--- config.mk ---
export PLATFORM = sky130hd
export DESIGN_NAME = mult_accumulator
export DESIGN_NICKNAME = d
export VERILOG_FILES = /design/src/rtl/mult_accumulator.sv
export SDC_FILE = /design/constraint.sdc
export NUM_CORES = 1
export LEC_CHECK = 0
export BUFFER_PORTS_ARGS = -buffer_cell sky130_fd_sc_hd__buf_2
export CORE_MARGIN = 5
export CORE_UTILIZATION = 62
export CTS_CLUSTER_DIAMETER = 200
export DETAILED_ROUTE_END_ITERATION = 10
export PLACE_DENSITY_LB_ADDON = 0.25
export REMOVE_ABC_BUFFERS = 1
export SYNTH_ARGS = -nofsm -noshare
export SYNTH_HDL_FRONTEND = slang
export SYNTH_SLANG_ARGS = --single-unit
export TNS_END_PERCENT = 1
--- constraint.sdc ---
create_clock -name clk -period 5.45 [get_ports clk]
set_input_delay 0.545 -clock clk [delete_from_list [all_inputs] [get_ports clk]]
set_output_delay 0.545 -clock clk [all_outputs]
set_load 0.02 [all_outputs]
--- src/rtl/mult_accumulator.sv ---
// Block MAC stage: sums BLOCK_LEN signed products into a saturating accumulator
// and hands each block sum downstream over a valid/ready port.
module mult_accumulator #(
    parameter int unsigned WIDTH     = 32,
    parameter int unsigned ACC_WIDTH = 72,
    parameter int unsigned BLOCK_LEN = 4,
    localparam int unsigned CNT_W    = $clog2(BLOCK_LEN + 1),
    localparam int unsigned PROD_W   = 2 * WIDTH
) (
    input  logic                 clk,
    input  logic                 rst,
    input  logic                 clr,
    input  logic                 prod_valid,
    input  logic [PROD_W-1:0]    prod,
    output logic                 prod_ready,
    output logic                 acc_valid,
    input  logic                 acc_ready,
    output logic [ACC_WIDTH-1:0] acc_out,
    output logic                 sat,
    output logic [CNT_W-1:0]     cnt
);

    typedef enum logic {
        ACCUM = 1'b0,
        HOLD  = 1'b1
    } state_t;

    state_t state;

    logic signed [ACC_WIDTH-1:0] prod_ext_c;
    logic signed [ACC_WIDTH:0]   sum_c;
    logic        [ACC_WIDTH-1:0] sum_sat_c;
    logic                        ovf_c;
    logic                        last_c;

    // One extra bit of headroom exposes overflow as a mismatch of the top two bits.
    always_comb begin
        prod_ext_c = ACC_WIDTH'($signed(prod));
        sum_c      = (ACC_WIDTH+1)'($signed(acc_out)) + (ACC_WIDTH+1)'(prod_ext_c);
        sum_sat_c  = sum_c[ACC_WIDTH-1:0];
        ovf_c      = 1'b0;
        if (sum_c[ACC_WIDTH] != sum_c[ACC_WIDTH-1]) begin
            ovf_c     = 1'b1;
            sum_sat_c = sum_c[ACC_WIDTH] ? {1'b1, {(ACC_WIDTH-1){1'b0}}}
                                         : {1'b0, {(ACC_WIDTH-1){1'b1}}};
        end
        last_c = (cnt == CNT_W'(BLOCK_LEN - 1));
    end

    // acc_out doubles as the running accumulator while in ACCUM.
    always_ff @(posedge clk) begin
        if (rst || clr) begin
            state      <= ACCUM;
            acc_out    <= '0;
            cnt        <= '0;
            sat        <= 1'b0;
            prod_ready <= 1'b1;
            acc_valid  <= 1'b0;
        end else begin
            case (state)
                ACCUM: begin
                    if (prod_valid && prod_ready) begin
                        acc_out <= sum_sat_c;
                        sat     <= sat | ovf_c;
                        cnt     <= cnt + CNT_W'(1);
                        if (last_c) begin
                            state      <= HOLD;
                            prod_ready <= 1'b0;
                            acc_valid  <= 1'b1;
                        end
                    end
                end
                HOLD: begin
                    if (acc_ready) begin
                        state      <= ACCUM;
                        acc_out    <= '0;
                        cnt        <= '0;
                        sat        <= 1'b0;
                        prod_ready <= 1'b1;
                        acc_valid  <= 1'b0;
                    end
                end
                default: begin
                    state      <= ACCUM;
                    prod_ready <= 1'b1;
                    acc_valid  <= 1'b0;
                end
            endcase
        end
    end

endmodule

### After elaboration in Yosys (flattened, before gate mapping)

Index checks and enable logic that the tools add are counted.

| cells by class | value |
|---|---|
| $add $sub $neg | 2 |
| multiply operators | 0 |
| divide/modulo/power cells | 0 |
| $lt $le $gt $ge | 0 |
| equality and inequality tests | 5 |
| shifts and indexed selects | 0 |
| multiplexer cells | 23 |
| bitwise logic cells | 2 |
| reductions and logical operators | 4 |

Operators with widths:

| operator | count |
|---|---|
| $mux W72 | 4 |
| $pmux W72 S2 | 1 |
| $add A72 B64 Y73 | 1 |
| $mux W1 | 11 |
| $pmux W1 S2 | 4 |
| $mux W3 | 2 |
| $ne A2 B2 Y1 const B | 3 |
| $pmux W3 S2 | 1 |
| $add A3 B1 Y3 const B | 1 |
| $eq A3 B2 Y1 const B | 1 |
| $reduce_and A3 Y1 | 1 |
| $reduce_and A2 Y1 | 1 |
| $logic_and A1 B1 Y1 | 1 |
| $logic_or A1 B1 Y1 | 1 |
| $ne A1 B1 Y1 | 1 |
| $not A1 Y1 | 1 |
| $or A1 B1 Y1 | 1 |

| storage, ports and cells | value |
|---|---|
| register bits | 79 |
| latch bits | 0 |
| memory bits (writable) | 0 |
| bits in read-only memories | 0 |
| bits of input ports | 69 |
| output and inout bits | 78 |
| logic and storage cells | 42 |
| memories kept | 0 |

### Depth between registers and ports, before layout

| logic depth | value |
|---|---|
| depth in word-level cells | 6 |
| mapped depth | 14 |
| gate-level depth less buffers | 12 |

### Worst setup path after synthesis

Ideal clock, no wire load.

| timing path | value |
|---|---|
| kind | input to register |
| start | input prod[0] |
| end | register acc_out[60] |
| setup time | 86 ps |
| data arrival time | 3249 ps |
| data required time | 5364 ps |
| path slack | 2116 ps |
| stages on the path | 12 |
| path buffers | 0 |
| path through | ha_1 fa_1 a211oi_1 o21ai_1 o31ai_1 nand3_1 a2111oi_0 nor2_1 a21boi_0 o21bai_1 xnor2_1 a211oi_1 |

| on the way | value |
|---|---|
| word-level cells in the longest chain between the ends | 5 |
| elaborated cells between the ends (all ways) | 6 |
| those cells by class | add/sub (1); eq/ne (1); mux (4) |

RTL lines:

| what | RTL line | RTL |
|---|---|---|
| start, declared | 14 | `input logic [PROD_W-1:0] prod,` |
| $add A72 B64 Y73 (*) | 39 | `sum_c = (ACC_WIDTH+1)'($signed(acc_out)) + (ACC_WIDTH+1)'(prod_ext_c);` |
| $mux W72 / $ne A1 B1 Y1 (equally long branches) | 44, 42 |  |
| $mux W72 (*) | 42 | `if (sum_c[ACC_WIDTH] != sum_c[ACC_WIDTH-1]) begin` |
| $mux W72 (*) | 62 | `if (prod_valid && prod_ready) begin` |
| $pmux W72 S2 (*) | 60 | `case (state)` |
| end signal, assigned | 63 | `acc_out <= sum_sat_c;` |
| end, declared | 18 | `output logic [ACC_WIDTH-1:0] acc_out,` |

Mark *: on every way between the ends. The rest lies on a longest branch, timed or not. The select of a mux whose other input is x is not followed.
A chain may end at the register's enable or synchronous reset.

### Worst setup path in the final report

| timing path | value |
|---|---|
| start | register acc_out[0] |
| end | register acc_out[60] |

| on the way | value |
|---|---|
| word-level cells in the longest chain between the ends | 5 |
| elaborated cells between the ends (all ways) | 6 |
| those cells by class | add/sub (1); eq/ne (1); mux (4) |

RTL lines:

| what | RTL line |
|---|---|
| $add A72 B64 Y73 (*) | 39 |
| $mux W72 / $ne A1 B1 Y1 (equally long branches) | 44, 42 |
| $mux W72 (*) | 42 |
| $mux W72 (*) | 62 |
| $pmux W72 S2 (*) | 60 |

Marks and branches as above.

==> results.txt <==
----------------------------------------------------
[GRT]
  First-pass GRT wire length ... 35300 um
  Global Route Usage Sum ... 0.293
  Antenna violations before repair ... 2
  Largest net degree at the start of global routing ... 54
  Total grt overflow ... 0
  Via count of the first global-routing pass ... ~7600

[Route]
  Total length of routed wires ... 21400 um
  DR pass1 iterations ... 5
  Detailed-route via count ... between 8000 and 9000
  Wire length per cell after detailed routing ... about 17 um
  Final antenna-violating net count ... 0
  Average vias per placed instance ... 6.20
  DRC viols ... 0
  Number of design-rule violations left by the first detailed-router iteration ... between 400 and 500

[Flow run]
  Max cap viols ... 0

[Pwr]
  Switching power share of the total ... 0.356
  IR drop worst, VDD ... about 130 uV
  Share of total power in sequential cells ... 0.317
  Clock power frac ... 0.344
  Internal cell power ... about 1.3 mW
  Gate power share ... 0.339
  Leakage power ... about 3.8 nW
  Net switching power figure ... slightly above 0.7 mW
  Power per unit of standard cell area ... between 200 and 250 nW/um^2

[Worst setup path]
  Slowest cell delay on critical path ... 0.64 ns
  Worst Reg2Reg Path Length in Cells ... 12
  CP Buf/Inv Count ... 0
  Type of the worst setup path ... reg -> reg
  CP most frequent cell ... sky130_fd_sc_hd__a211oi_1
  Setup crit end kind ... flop
  Slowest-stage cell, CP ... sky130_fd_sc_hd__a2111oi_0
  Required time reported for the critical path endpoint ... roughly 5.7 ns
  Worst Path Arrival ... 4.12 ns
  Series of cell instances along the critical path ... ha_1, fa_1, a211oi_1, o21ai_1, o31ai_1, nand3_1, a2111oi_0, nor2_1, a21boi_0, o21bai_1, xnor2_1, a211oi_1
  Slack of the worst reg-to-reg path ... around 1.6 ns
  Number of cells on the critical path ... 12
  Crit-path max FO ... 5
  Start of the worst register-to-register path ... acc_out[0]
  Terminus of the critical flop-to-flop path ... acc_out[60]
  Kind of cell adding the most delay to the critical path ... compound AO/OA/AOI/OAI gates
  Sort of element at the start of the critical path ... flop

[Die]
  Placement row count ... 40
  Total die area ... ~14000 sq um
  Die Wd ... about 120 um
  Starting utilization of the core area ... 0.629
  Die Y ... ~120 um
  Core Footprint ... roughly 12000 sq um
  Number of top-level pins ... between 100 and 150

[STA]
  Max-Slew Margin vs Limit ... 0.322
  Number of max-slew violations in the final report ... 0
  Clk_skew ... around 0.0072 ns
  Slew of the pin with the lowest slew margin ... 1.02 ns
  Final setup violating endpoints ... 0
  Time the worst path needs with I/O delays and setup ... slightly below 4 ns
  Hold slack final ... roughly 0.45 ns
  Setup repair after global routing missed its margin ... no
  Post-route setup TNS ... 0 ns
  Timing-limited maximum frequency ... approximately 0.26 GHz
  Final hold violations ... 0
  Share of the clock period used by the worst path after layout ... 0.707

[Clocking]
  TritonCTS clock tree ... done
  TritonCTS buffer count ... 9
  Max clock buf depth ... 2
  H-Tree Depth ... 3
  Reg clk slew, reported paths ... around 0.060 ns
  Clock latency on the worst-skew pair ... between 0.3 and 0.4 ns
  Root buffer cell ... sky130_fd_sc_hd__clkbuf_16
  Setup bufs post-CTS ... 0
  Number of hold buffers added after cts ... 0
  Post-CTS resize count ... 0
  Number of clock sinks ... 79

[Logic synthesis]
  Most area-hungry cell type in the Yosys netlist ... sky130_fd_sc_hd__dfxtp_1
  Leading post-synthesis cells by cell area ... sky130_fd_sc_hd__dfxtp_1 21%, sky130_fd_sc_hd__ha_1 12%, sky130_fd_sc_hd__a21oi_1 9.8%
  Mapped Area ... approximately 7500 sq um
  Library cell with the highest instance count after synthesis ... sky130_fd_sc_hd__a21oi_1
  Top cells by instance count after synthesis ... 147 x sky130_fd_sc_hd__a21oi_1, 144 x sky130_fd_sc_hd__nand2_1, 95 x sky130_fd_sc_hd__o21ai_0
  Number of register bits inferred by synthesis ... 79
  Post-synthesis cell count ... 1045
  Sequential share of the synthesized area ... 0.210
  Number of distinct library cells after synthesis ... 73
  Async SR Flop Fraction ... 0
  Synthesized area divided by synthesized cell count ... between 7 and 8 sq um
  Total of warnings raised by yosys ... 0
  Proportion of netlist area held by the largest area contributor ... 0.210
  EDFF count, synth ... 0
  Most used flip-flop cell after synthesis ... sky130_fd_sc_hd__dfxtp_1

[Worst hold path]
  Class of the tightest hold or removal check ... in -> reg
  Count of cells along the worst hold path ... 3
  Endpoint of the worst hold path ... prod_ready
  Hold path startpoint ... rst

[Layout]
  Diodes inserted ... 0
  Total number of nets in the final design ... around 1300
  Area overhead of the layout relative to synthesis ... 13.3%
  Area of all placed cells without fillers ... between 8000 and 9000 sq um
  Share of cells above drive strength 1 ... 0.186
  Final design utilization ... 0.713

[Placed design]
  Placed instance area ... 8190 sq um
  Routability congestion estimate ... approximately 0.95
  IO buf count ... roughly 150
  HPWL Detailed ... 16200 um

[Outcome]
  Result of the run ... finished, final reports clean

----------------------------------------------------
==> cells by family (layout without fill, tap and decap cells) <==
logic type,Yosys count,count (layout),share of synthesized area
DFF,79,79,0.210
buffers and inverters,86,188,0.0507
muxes,1,1,0.00150
and+or+nand+nor,326,326,0.196
xor gates and xnor gates,67,67,0.0805
adders and majority gates,75,75,0.126
AOI/OAI and AO/OA,411,411,0.336
==> placed cells by master (no fill, tap or decap), types with 21 or more instances in the layout <==
master and n:
sky130_fd_sc_hd__dfxtp_1 79, sky130_fd_sc_hd__nand2_1 144, sky130_fd_sc_hd__inv_1 21, sky130_fd_sc_hd__xnor2_1 39, sky130_fd_sc_hd__nand4_1 27, sky130_fd_sc_hd__ha_1 74, sky130_fd_sc_hd__buf_2 146, sky130_fd_sc_hd__nor2_1 86
sky130_fd_sc_hd__a21oi_1 146, sky130_fd_sc_hd__o21ai_0 95, sky130_fd_sc_hd__o21ai_1 21, sky130_fd_sc_hd__a21o_1 21, sky130_fd_sc_hd__xor2_1 27
==> through the flow <==
step / power (mW) / setup slack, ns / instances
after floorplan: 1.13 / 0.319 / 980
after global placement: 1.30 / 1.38 / 1278
after detailed placement: 1.31 / 1.26 / 1278
after CTS: 1.99 / 1.63 / 1294
after global routing: 2.10 / 1.31 / 1294
final: 2.00 / 1.59 / 1294
==> how the worst max path moves through the flow <==
| stage | startpoint | to | slack (ns) |
|---|---|---|---|
| 2_1_floorplan | prod[0] | acc_out[69] | 0.32 |
| 3_3_place_gp | prod[0] | acc_out[69] | 1.38 |
| 3_5_place_dp | prod[0] | acc_out[25] | 1.26 |
| 4_1_cts | acc_out[0] | acc_out[25] | 1.63 |
| 5_1_grt | acc_out[0] | acc_out[25] | 1.31 |
| 6_report | acc_out[0] | acc_out[60] | 1.59 |
==> power by group through the flow <==
stage	logic (mW)	registers [mW]	clock network, mW
floorplan	0.452	0.680	0
global placement	0.653	0.644	0
detailed placement	0.662	0.645	0
CTS	0.669	0.633	0.689
global route	0.745	0.637	0.720
finish	0.677	0.633	0.686
==> tightest hold or removal path, stage by stage <==
cell and delay [ns]:
sky130_fd_sc_hd__buf_2 0.08, sky130_fd_sc_hd__nor2_1 0.07, sky130_fd_sc_hd__o21ai_0 0.07
==> cell type report <==
class                      count  area [sq um]
multi-input combinational    880          5580
fill                        1071          3440
sequential                    79          1580
timing repair buffer         151           768
clock buffer                  11           253
tap                          147           184
clock inverter                 5          80.1
inverter                      21          78.8
==> state kept, by name (all words and copies together) (netlist names) <==
register and count:
acc_out 72, cnt 3, acc_valid 1, prod_ready 1, sat 1, state 1
==> routing by layer <==
layer  vias up  part of all wire  GRT usage
met3        50             0.071     0.0556
met5         -           0.00065          0
met4         4             0.023     0.0938
met2       273              0.48      0.504
met1      3705              0.43      0.369
li1       3997                 -          -
Power figures use the tool's default switching activity.
